--- src/rtl/bounce_gen.sv ---
// Bouncy switch emulator: on a level command, chatters sw_o with
// LFSR-timed gaps, then holds the target level before signalling done.
module bounce_gen #(
  parameter int          ClkFreq  = 100_000_000,
  parameter int          BounceUs = 500,
  parameter int          SettleUs = 1000,
  parameter int          MinGap   = 4,
  parameter int          GapBits  = 8,
  parameter logic [15:0] Seed     = 16'hACE1
) (
  input  logic clk_i,
  input  logic rst_ni,
  input  logic cmd_valid_i,
  input  logic cmd_level_i,
  output logic cmd_ready_o,
  output logic sw_o,
  output logic busy_o,
  output logic done_tick_o
);

  localparam int BounceCycles = ClkFreq / 1_000_000 * BounceUs;
  localparam int SettleCycles = ClkFreq / 1_000_000 * SettleUs;
  localparam int GapMax = MinGap + (1 << GapBits) - 1;
  localparam int GapW = $clog2(GapMax + 1);
  localparam int WinW = $clog2(BounceCycles + 1);
  localparam int SetW = $clog2(SettleCycles + 1);

  localparam logic [WinW-1:0] WinLast = WinW'(BounceCycles - 1);
  localparam logic [SetW-1:0] SetLast = SetW'(SettleCycles);
  localparam logic [GapW-1:0] GapBase = GapW'(MinGap - 1);
  localparam logic [15:0] Poly = 16'hB400;
  localparam logic [15:0] SeedEff = (Seed == 16'h0) ? 16'h0001 : Seed;

  typedef enum logic [1:0] {
    IDLE,
    BOUNCE,
    SETTLE
  } state_e;

  state_e          r_state;
  state_e          w_state;
  logic            r_sw;
  logic            w_sw;
  logic            r_tgt;
  logic            w_tgt;
  logic            r_done;
  logic            w_done;
  logic [15:0]     r_lfsr;
  logic [15:0]     w_lfsr;
  logic [15:0]     w_lfsr_step;
  logic [GapW-1:0] r_gap;
  logic [GapW-1:0] w_gap;
  logic [GapW-1:0] w_gap_cur;
  logic [GapW-1:0] w_gap_nxt;
  logic [WinW-1:0] r_win;
  logic [WinW-1:0] w_win;
  logic [SetW-1:0] r_set;
  logic [SetW-1:0] w_set;
  logic            w_accept;

  assign w_lfsr_step = r_lfsr[0] ? ((r_lfsr >> 1) ^ Poly)
                                 : (r_lfsr >> 1);

  // Gap counter holds gap-1 so that expiry lands exactly gap cycles apart
  assign w_gap_cur = GapBase + GapW'(r_lfsr[GapBits-1:0]);
  assign w_gap_nxt = GapBase + GapW'(w_lfsr_step[GapBits-1:0]);

  assign w_accept    = cmd_valid_i && (r_state == IDLE);
  assign cmd_ready_o = (r_state == IDLE);
  assign busy_o      = (r_state != IDLE);
  assign sw_o        = r_sw;
  assign done_tick_o = r_done;

  // State register
  always_ff @(posedge clk_i or negedge rst_ni) begin
    if (!rst_ni) begin
      r_state <= IDLE;
    end else begin
      r_state <= w_state;
    end
  end

  // Datapath registers: switch line, target, LFSR and counters
  always_ff @(posedge clk_i or negedge rst_ni) begin
    if (!rst_ni) begin
      r_sw   <= 1'b0;
      r_tgt  <= 1'b0;
      r_done <= 1'b0;
      r_lfsr <= SeedEff;
      r_gap  <= '0;
      r_win  <= '0;
      r_set  <= '0;
    end else begin
      r_sw   <= w_sw;
      r_tgt  <= w_tgt;
      r_done <= w_done;
      r_lfsr <= w_lfsr;
      r_gap  <= w_gap;
      r_win  <= w_win;
      r_set  <= w_set;
    end
  end

  // Next-state and next-datapath decode
  always_comb begin
    w_state = r_state;
    w_sw    = r_sw;
    w_tgt   = r_tgt;
    w_done  = 1'b0;
    w_lfsr  = r_lfsr;
    w_gap   = r_gap;
    w_win   = r_win;
    w_set   = r_set;
    unique case (r_state)
      IDLE: begin
        if (w_accept) begin
          if (cmd_level_i == r_sw) begin
            w_done = 1'b1;
          end else begin
            w_tgt   = cmd_level_i;
            w_sw    = ~r_sw;
            w_gap   = w_gap_cur;
            w_win   = WinW'(1);
            w_set   = '0;
            w_state = BOUNCE;
          end
        end
      end
      BOUNCE: begin
        // Window close wins over a coincident gap expiry
        if (r_win == WinLast) begin
          w_sw    = r_tgt;
          w_set   = '0;
          w_state = SETTLE;
        end else begin
          w_win = r_win + WinW'(1);
          if (r_gap == '0) begin
            w_sw   = ~r_sw;
            w_lfsr = w_lfsr_step;
            w_gap  = w_gap_nxt;
          end else begin
            w_gap = r_gap - GapW'(1);
          end
        end
      end
      SETTLE: begin
        if (r_set == SetLast) begin
          w_done  = 1'b1;
          w_state = IDLE;
        end else begin
          w_set = r_set + SetW'(1);
        end
      end
      default: begin
        w_state = IDLE;
      end
    endcase
  end

endmodule

--- config.mk ---
export PLATFORM = sky130hd
export DESIGN_NAME = bounce_gen
export DESIGN_NICKNAME = d
export VERILOG_FILES = /design/src/rtl/bounce_gen.sv
export SDC_FILE = /design/constraint.sdc
export NUM_CORES = 1
export LEC_CHECK = 0
export CAP_MARGIN = 10
export CORE_MARGIN = 5
export CORE_UTILIZATION = 45
export CTS_CLUSTER_SIZE = 16
export DETAILED_ROUTE_END_ITERATION = 12
export PLACE_DENSITY_LB_ADDON = 0.12
export SETUP_SLACK_MARGIN = 0.05
export SYNTH_ARGS = -nofsm -noshare
export SYNTH_HDL_FRONTEND = slang
export SYNTH_SLANG_ARGS = --single-unit
--- constraint.sdc ---
create_clock -name clk_i -period 2.1 [get_ports clk_i]
set_input_delay 0.42 -clock clk_i [delete_from_list [all_inputs] [get_ports clk_i]]
set_output_delay 0.42 -clock clk_i [all_outputs]
set_load 0.1 [all_outputs]
==> flow_metrics.py, run 1 <==
metrics = {
    "outcome": {
        "status": "complete, no violations",
    },
    "yosys": {
        "synth_edf_count": 0,
        "synth_top_area_frac": 0.387,
        "yosys_warnings": 0,
        "ys_seq_area_frac": 0.446,
        "post-synth-top-area-cell": "dfrtp_1",
        "syn_inst": 381,
        "post-synth-top-count-cell": "dfrtp_1",
        "syn_area_per_cell_um2": 9.35,
        "synthFlopType": "dfrtp_1",
        "async_reset_ff_frac": 1.00,
        "synth_common_cells": "55 x dfrtp_1, 33 x nand2_1, 31 x o21ai_0, 28 x nor2_1, 26 x a21oi_1",
        "synth_cell_types": 48,
        "syn_nets": 393,
        "netlist_area_um2": 3560,
        "synth_area_leaders": "dfrtp_1 39%, dfstp_2 5.9%, o21ai_0 4.4%",
        "synth_seq_cells": 63,
    },
    "worst_setup_path": {
        "cp-end-kind": "register",
        "cp_slowest_cell": "or4_4",
        "crit_type": "reg2reg",
        "cp-start-kind": "register",
        "path_max_fanout": 7,
        "crit_required_ns": 2.36,
        "cp_slowest_stage_delay_ns": 0.42,
        "cp_cell_sequence": "nor4b_4, nand4_1, buf_6, o221a_4, or4_4, a21oi_2",
        "worst_ep_arrival_time_ns": 2.33,
    },
    "global_route": {
        "overflow": 0,
        "grt_pass1_vias": 2939,
        "antenna_found_initial": 0,
        "grt_pass1_wl_mm": 14.2,
        "grt_max_degree": 42,
        "grtUsageTotal": 0.178,
    },
    "floorplanning": {
        "die_h_um": 99.0,
        "core_um2": 7730,
        "rows": 32,
        "initial_core_util": 0.461,
        "dieArea_um2": 9790,
        "num_io_pins": 8,
        "die_w_um": 99.0,
    },
    "power_and_ir_drop": {
        "power.density_nw_per_um2": 1110,
        "ir_drop_mv": 0.497,
        "p_leak_nw": 1.78,
    },
    "cells_and_area": {
        "layout.nets": 431,
        "area_growth_pct": 22.1,
        "drive_gt1_frac": 0.238,
        "diodes": 0,
        "multiInputGateArea_um2": 1980,
        "fin_util": 0.563,
        "fillers": 693,
        "seqCellArea_um2": 1590,
        "postLayoutCellArea_um2": 4350,
    },
    "routing": {
        "drt-initial-drc-count": 88,
        "wl_mm": 8.04,
        "vias": 2936,
        "route.antenna.remaining_nets": 0,
        "wl_per_cell_um": 15.3,
        "drt-pass1-iter-count": 4,
        "vias_per_cell": 5.58,
        "drc": 0,
    },
    "timing": {
        "hold_ws_ns": 0.459,
        "timing.fmax_mhz": 483,
        "rsz0062_at_grt": "true",
        "drv_slew": 0,
        "fin_crit_sh": 0.986,
        "setup_viol": 0,
        "finalHoldViolations": 0,
        "slew_headroom": 0.540,
        "worstMarginPinSlew_ns": 0.688,
        "clock_skew_ns": 0.0107,
        "period_needed_ns": 2.07,
        "tns_ns": 0,
    },
    "placement": {
        "placed_cell_area_um2": 3990,
        "gp_congestion": 0.839,
        "dp_hpwl_mm": 5.41,
        "port_buffers": 7,
    },
    "run": {
        "drv_cap": 0,
    },
    "clocking": {
        "cts_sinks": 63,
        "cts-buffers-inserted": 9,
        "cts_tree": "built",
        "clock-root-buffer": "clkbuf_8",
        "clkTransAtPathRegs_ns": 0.07,
        "cts_buffer_depth": 2,
        "htreeDepth": 3,
        "clkLatencyLatePin_ns": 0.33,
    },
    "worst_hold_path": {
        "hp-class": "in2async",
    },
}
[cell usage in the layout (no fill, tap or decap), types with 13 or more instances in the layout]
master   Yosys  final
dfrtp_1     55     53
buf_4        0     36
nand2_1     33     33
o21ai_0     31     29
nor2_1      28     26
a21oi_1     26     23
nand4_1     16     16
xor2_1      17     16
or3_1       15     15
xnor2_1     14     14
nand3_1     14     13
[area by class of cell]
type | instances | share of cell area
well taps | 102 | 0.0294
clock buffers | 13 | 0.0388
repair buffers | 45 | 0.0912
multi-input cells | 288 | 0.456
inverters | 12 | 0.0104
clock inverters | 3 | 0.00921
flip-flops and latches | 63 | 0.365
[timing repair]
action / CTS / global route
pin swaps: 2 / 7
endpoints found under the setup margin: 4 / 48
buffers inserted: 4 / 3
cloned: 2 / 0
hold buffers: 1 / 0
gates resized for setup: 0 / 18
endpoints found under the hold margin: 5 / 0
[worst max-delay path, delay by kind of cell (launching register included)]
family	cells	cell delay, ns
buffers and inverters	1	0.17
flip-flops	1	0.41
AND/OR/NAND/NOR	3	0.97
AO/OA/AOI/OAI	2	0.44
[routing by layer]
layer	up-vias	routed length [µm]	global-route usage
met5	-	0	0
met4	0	98	0.0504
met3	10	279	0.0418
met2	37	3740	0.284
met1	1424	3920	0.241
li1	1465	-	-
[state kept, by name, summed over array words and instances (netlist names)]
register     count
r_tgt            1
r_gap            9
done_tick_o      1
r_state          2
r_win           16
r_set           17
sw_o             1
r_lfsr          16
[stage by stage]
| step | std cells | setup WS (ns) | total power (W) |
|---|---|---|---|
| 3_5_place_dp | 500 | -0.223 | 0.00363 |
| 3_3_place_gp | 500 | -0.165 | 0.00359 |
| 4_1_cts | 523 | 0.0375 | 0.00480 |
| 5_1_grt | 526 | -0.103 | 0.00518 |
| 2_1_floorplan | 381 | 0.00591 | 0.00300 |
| 6_report | 526 | 0.0298 | 0.00483 |
[power breakdown]
| group | leakage (nW) | switching (W) | internal, W |
|---|---|---|---|
| clock network | 0.109 | 0.000468 | 0.000643 |
| registers | 0.804 | 0.000273 | 0.00149 |
| logic | 0.870 | 0.00109 | 0.000865 |
| total | 1.78 | 0.00183 | 0.00300 |
[kinds of logic after synthesis]
| logic type | after synthesis | share of synthesized area |
|---|---|---|
| and+or+nand+nor | 153 | 0.240 |
| AOI/OAI and AO/OA | 83 | 0.139 |
| DFF | 63 | 0.446 |
| muxes | 11 | 0.0344 |
| xor gates and xnor gates | 31 | 0.0762 |
| adders and majority gates | 8 | 0.0281 |
| buffers and inverters | 32 | 0.0369 |
[path summary, 6_finish.rpt]
path | from | to | slack [ns] | depth (start not counted)
max in group asynchronous | rst_ni | r_lfsr[0] | 1.09 | 3
setup / recovery | r_win[11] | r_set[16] | 0.03 | 6
hold reg to reg | r_lfsr[15] | r_lfsr[15] | 0.48 | 2
min in group clk_i | r_lfsr[15] | r_lfsr[15] | 0.48 | 2
setup reg to reg | r_win[11] | r_set[16] | 0.03 | 6
hold / removal | rst_ni | r_set[2] | 0.46 | 2
Note: power is estimated with default switching activity, not from simulation.
==> run 2: changes to the inputs <==
--- a/config.mk
+++ b/config.mk
@@ -5,13 +5,13 @@
 export SDC_FILE = /design/constraint.sdc
 export NUM_CORES = 1
 export LEC_CHECK = 0
-export CAP_MARGIN = 10
 export CORE_MARGIN = 5
-export CORE_UTILIZATION = 45
+export CORE_UTILIZATION = 56
 export CTS_CLUSTER_SIZE = 16
 export DETAILED_ROUTE_END_ITERATION = 12
 export PLACE_DENSITY_LB_ADDON = 0.12
 export SETUP_SLACK_MARGIN = 0.05
+export SLEW_MARGIN = 20
 export SYNTH_ARGS = -nofsm -noshare
 export SYNTH_HDL_FRONTEND = slang
 export SYNTH_SLANG_ARGS = --single-unit
==> flow_metrics.py, run 2 (synthesized netlist as in run 1, its figures left out) <==
metrics = {
    "outcome": {
        "status": "complete, no violations",
    },
    "routing": {
        "vias": 2971,
        "drc": 0,
        "drt-initial-drc-count": 195,
        "drt-pass1-iter-count": 5,
        "wl_per_cell_um": 16.0,
        "vias_per_cell": 6.00,
        "wl_mm": 7.93,
        "route.antenna.remaining_nets": 0,
    },
    "timing": {
        "worstMarginPinSlew_ns": 0.487,
        "worst_slack_ns": 0.108,
        "finalHoldViolations": 0,
        "tns_ns": 0,
        "setup_viol": 0,
        "slew_headroom": 0.673,
        "rsz0062_at_grt": "false",
        "period_needed_ns": 1.99,
        "fin_crit_sh": 0.949,
        "timing.fmax_mhz": 502,
        "drv_slew": 0,
        "clock_skew_ns": 0.00519,
    },
    "cells_and_area": {
        "largest_reg_flops": 17,
        "layout_common_cells": "53 x dfrtp_1, 33 x nand2_1, 32 x buf_4, 31 x o21ai_0, 26 x nor2_1",
        "top_regs": "r_set: 17 flops, r_lfsr: 16 flops, r_win: 16 flops",
        "diodes": 0,
        "postLayoutCellArea_um2": 4220,
        "area_growth_pct": 18.5,
        "regMostFlops": "r_set",
        "drive_gt1_frac": 0.220,
        "layout.nets": 425,
        "final_common_cell": "dfrtp_1",
    },
    "floorplanning": {
        "dieArea_um2": 8050,
        "die_h_um": 89.7,
        "num_io_pins": 8,
        "initial_core_util": 0.567,
        "core_um2": 6280,
        "rows": 29,
        "die_w_um": 89.7,
    },
    "power_and_ir_drop": {
        "power.density_nw_per_um2": 1110,
        "ir_drop_mv": 0.856,
        "p_leak_nw": 1.73,
    },
    "worst_setup_path": {
        "cp-end-kind": "register",
        "path_max_fanout": 7,
        "crit_required_ns": 2.36,
        "cp-start-kind": "register",
        "path_delay_family": "simple AND/OR/NAND/NOR gates",
        "cp_slowest_stage_delay_ns": 0.42,
        "path_buf_inv": 1,
        "cp_cell_sequence": "nor4b_4, nand4_1, buf_4, o221a_4, or4_1, a21oi_1",
        "cp_slowest_cell": "dfrtp_1",
        "worst_ep_arrival_time_ns": 2.26,
        "crit_type": "reg2reg",
    },
    "global_route": {
        "overflow": 0,
        "antenna_found_initial": 0,
        "grtUsageTotal": 0.192,
        "grt_pass1_wl_mm": 13.0,
        "grt_pass1_vias": 2789,
        "grt_max_degree": 64,
    },
    "placement": {
        "dp_hpwl_mm": 5.20,
        "placed_cell_area_um2": 3950,
        "port_buffers": 7,
        "dp_slack_ns": -0.127,
        "gp_congestion": 0.854,
    },
    "clocking": {
        "ctsHoldBuffers": 0,
        "clkLatencyLatePin_ns": 0.33,
        "clock-root-buffer": "clkbuf_8",
        "cts_buffer_depth": 2,
        "cts_sinks": 63,
        "cts-buffers-inserted": 9,
        "clkTransAtPathRegs_ns": 0.07,
        "cts_tree": "built",
        "htreeDepth": 3,
    },
    "run": {
        "drv_cap": 0,
    },
    "worst_hold_path": {
        "hp-class": "in2async",
    },
}
-- run 2: layout make-up --
type,count,area [µm²]
Tap cell,77,96.3
Clock buffer,10,128
Timing Repair Buffer,39,345
Clock inverter,6,61.3
Fill cell,515,2060
Sequential cell,63,1590
Multi-Input combinational cell,288,1950
Inverter,12,45.0
-- run 2: per-stage QoR --
step                total power (W)  hold slack (ns)   util  instances
finish                      0.00470           0.0868  0.672        495
global route                0.00501            0.103  0.672        495
CTS                         0.00467           0.0996  0.659        490
detailed placement          0.00363            0.461  0.629        474
global placement            0.00358            0.457  0.629        474
floorplan                   0.00300            0.124      -        381
-- run 2: final timing paths --
| kind | from | end | slack [ns] | cells after the start |
|---|---|---|---|---|
| max in group asynchronous | rst_ni | r_lfsr[6] | 1.70 | 2 |
| worst min register to register | r_lfsr[10] | r_lfsr[10] | 0.49 | 2 |
| worst min-delay path | rst_ni | r_set[15] | 0.09 | 2 |
| worst max-delay path | r_win[10] | r_set[5] | 0.11 | 6 |
| worst max register to register | r_win[10] | r_set[5] | 0.11 | 6 |
| min in group clk_i | r_lfsr[10] | r_lfsr[10] | 0.49 | 2 |
-- run 2: where the power goes --
part | total (W) | internal (W) | switching [W]
Combinational | 0.00191 | 0.000833 | 0.00108
Sequential | 0.00176 | 0.00149 | 0.000272
Clock | 0.00102 | 0.000544 | 0.000475
-- run 2: metal layers --
metal / vias to the layer above / part of all wire / global-route usage
li1: 1449 / - / -
met2: 51 / 0.49 / 0.305
met5: - / 0 / 0
met4: 0 / 0.016 / 0.0819
met3: 13 / 0.031 / 0.0275
met1: 1458 / 0.46 / 0.262
-- run 2: timing repair --
item / CTS / global route
setup buffers: 0 / 3
resized for setup: 0 / 12
endpoints found under the setup margin: 0 / 20
==> run 3: changes to the inputs <==
--- a/config.mk
+++ b/config.mk
@@ -5,8 +5,9 @@
 export SDC_FILE = /design/constraint.sdc
 export NUM_CORES = 1
 export LEC_CHECK = 0
+export CAP_MARGIN = 10
 export CORE_MARGIN = 5
-export CORE_UTILIZATION = 56
+export CORE_UTILIZATION = 40
 export CTS_CLUSTER_SIZE = 16
 export DETAILED_ROUTE_END_ITERATION = 12
 export PLACE_DENSITY_LB_ADDON = 0.12
==> flow_metrics.py, run 3 (synthesized netlist as in run 1, its figures left out) <==
metrics = {
    "outcome": {
        "status": "finished with violations",
        "failed_checks": "setup timing",
    },
    "global_route": {
        "grt_pass1_vias": 2901,
        "use_met2": 0.245,
        "grt_pass1_wl_mm": 14.0,
        "antenna_found_initial": 0,
        "busiest_layer": "met2",
        "overflow": 0,
        "grt_max_degree": 64,
        "grt_util_met1": 0.208,
        "grtUsageTotal": 0.154,
        "grtUsageMet3": 0.0286,
    },
    "timing": {
        "drv_slew": 0,
        "clock_skew_ns": 0.0107,
        "fin_crit_sh": 1.01,
        "slew_headroom": 0.625,
        "setup_viol": 3,
        "period_needed_ns": 2.13,
        "timing.fmax_mhz": 470,
        "hold_ws_ns": 0.0788,
        "worst_slack_ns": -0.0281,
        "finalHoldViolations": 0,
        "worstMarginPinSlew_ns": 0.558,
        "rsz0062_at_grt": "true",
    },
    "clocking": {
        "cts_tree": "built",
        "cts_sinks": 63,
        "clkTransAtPathRegs_ns": 0.08,
        "cts_buffer_depth": 2,
        "ctsHoldBuffers": 0,
        "clkLatencyLatePin_ns": 0.34,
        "htreeDepth": 3,
        "clock-root-buffer": "clkbuf_8",
        "cts-buffers-inserted": 9,
    },
    "worst_setup_path": {
        "cp-end-kind": "register",
        "cp-start-kind": "register",
        "cp_slowest_stage_delay_ns": 0.43,
        "worst_ep_arrival_time_ns": 2.40,
        "r2r_start": "r_win[11]",
        "cp-startpoint": "r_win[11]",
        "crit_required_ns": 2.38,
        "path_max_fanout": 7,
        "crit_type": "reg2reg",
        "cp_cell_sequence": "nor4b_4, nand4_1, buf_6, o221a_4, or4_4, a21oi_2",
        "cp_slowest_cell": "dfrtp_1",
    },
    "cells_and_area": {
        "layout.nets": 428,
        "layout_common_cells": "54 x dfrtp_1, 33 x nand2_1, 31 x buf_4, 29 x o21ai_0, 26 x nor2_1",
        "top_regs": "r_set: 17 flops, r_lfsr: 16 flops, r_win: 16 flops",
        "final_cells": 529,
        "seqCellArea_um2": 1590,
        "diodes": 0,
        "final_common_cell": "dfrtp_1",
        "fillers": 824,
        "regMostFlops": "r_set",
        "postLayoutCellArea_um2": 4350,
        "largest_reg_flops": 17,
        "drive_gt1_frac": 0.226,
        "multiInputGateArea_um2": 1990,
        "area_growth_pct": 22.3,
    },
    "routing": {
        "wl_per_cell_um": 15.6,
        "drc": 0,
        "wl_mm": 8.24,
        "vias_per_cell": 5.57,
        "drt-initial-drc-count": 78,
        "route.antenna.remaining_nets": 0,
        "drt-pass1-iter-count": 7,
        "vias": 2947,
    },
    "placement": {
        "placed_cell_area_um2": 4000,
        "port_buffers": 7,
        "dp_hpwl_mm": 5.33,
        "dp_slack_ns": -0.215,
        "dp_cells": 507,
        "gp_congestion": 0.802,
    },
    "run": {
        "drv_cap": 0,
    },
    "power_and_ir_drop": {
        "ir_drop_mv": 0.424,
        "p_leak_nw": 1.78,
        "power.density_nw_per_um2": 1130,
    },
    "floorplanning": {
        "num_io_pins": 8,
        "rows": 34,
        "dieArea_um2": 10900,
        "core_um2": 8680,
        "initial_core_util": 0.410,
        "die_w_um": 104,
        "die_h_um": 104,
    },
    "worst_hold_path": {
        "hp-class": "in2async",
    },
}
==> run 3: cell count changes in the layout (fill, tap and decap cells not counted), sizes merged <==
cell      previous run  this run
bufinv               1         2
inv                 12        11
clkbuf              10        13
clkinv               4         2
buf                 37        39
o221a                3         4
clkinvlp             1         0
==> run 3: stage by stage <==
step | TNS (ns) | util | power [W]
final | -0.0466 | 0.502 | 0.00493
after floorplan | 0 | - | 0.00300
after global routing | -0.479 | 0.502 | 0.00525
after detailed placement | -3.11 | 0.461 | 0.00364
after CTS | 0 | 0.491 | 0.00490
after global placement | -2.15 | 0.461 | 0.00363
==> run 3: worst paths after layout <==
path	end	slack (ns)	cells past startpoint
max	r_set[13]	-0.03	6
min	r_set[16]	0.08	2
max reg2reg	r_set[13]	-0.03	6
min reg2reg	r_lfsr[15]	0.48	2
max in group asynchronous	r_lfsr[5]	1.70	2
min in group clk_i	r_lfsr[15]	0.48	2
==> run 3: report_power, final <==
group	total, W	leakage, nW	switching, W	internal (W)
clock network	0.00122	0.114	0.000482	0.000733
registers	0.00176	0.806	0.000272	0.00149
logic	0.00195	0.859	0.00109	0.000860
==> run 3: cell type report <==
cell class              count  area share
multi-input cells         289       0.457
flip-flops and latches     63       0.365
repair buffers             41      0.0853
clock buffers              13      0.0365
well taps                 108      0.0310
clock inverters             3      0.0149
inverters                  12      0.0103
==> run 3: layer usage <==
layer	vias to the layer above	part of all wire
met3	12	0.027
met5	-	0
li1	1462	-
met2	33	0.46
met4	0	0.016
met1	1440	0.50
==> run 3: timing repair <==
action                     4_1_cts  5_1_grt
cloned                           1        2
setup endpoints to repair        5       31
gates resized for setup          1       18
setup buffers                    2        1
pin swaps                        2        8
==> run 3: worst max-delay path, delay by kind of cell, from the launching register on <==
family,cells,cell delay (ns)
and+or+nand+nor,3,1.01
AOI/OAI and AO/OA,2,0.45
buffers and inverters,1,0.18
DFF,1,0.43
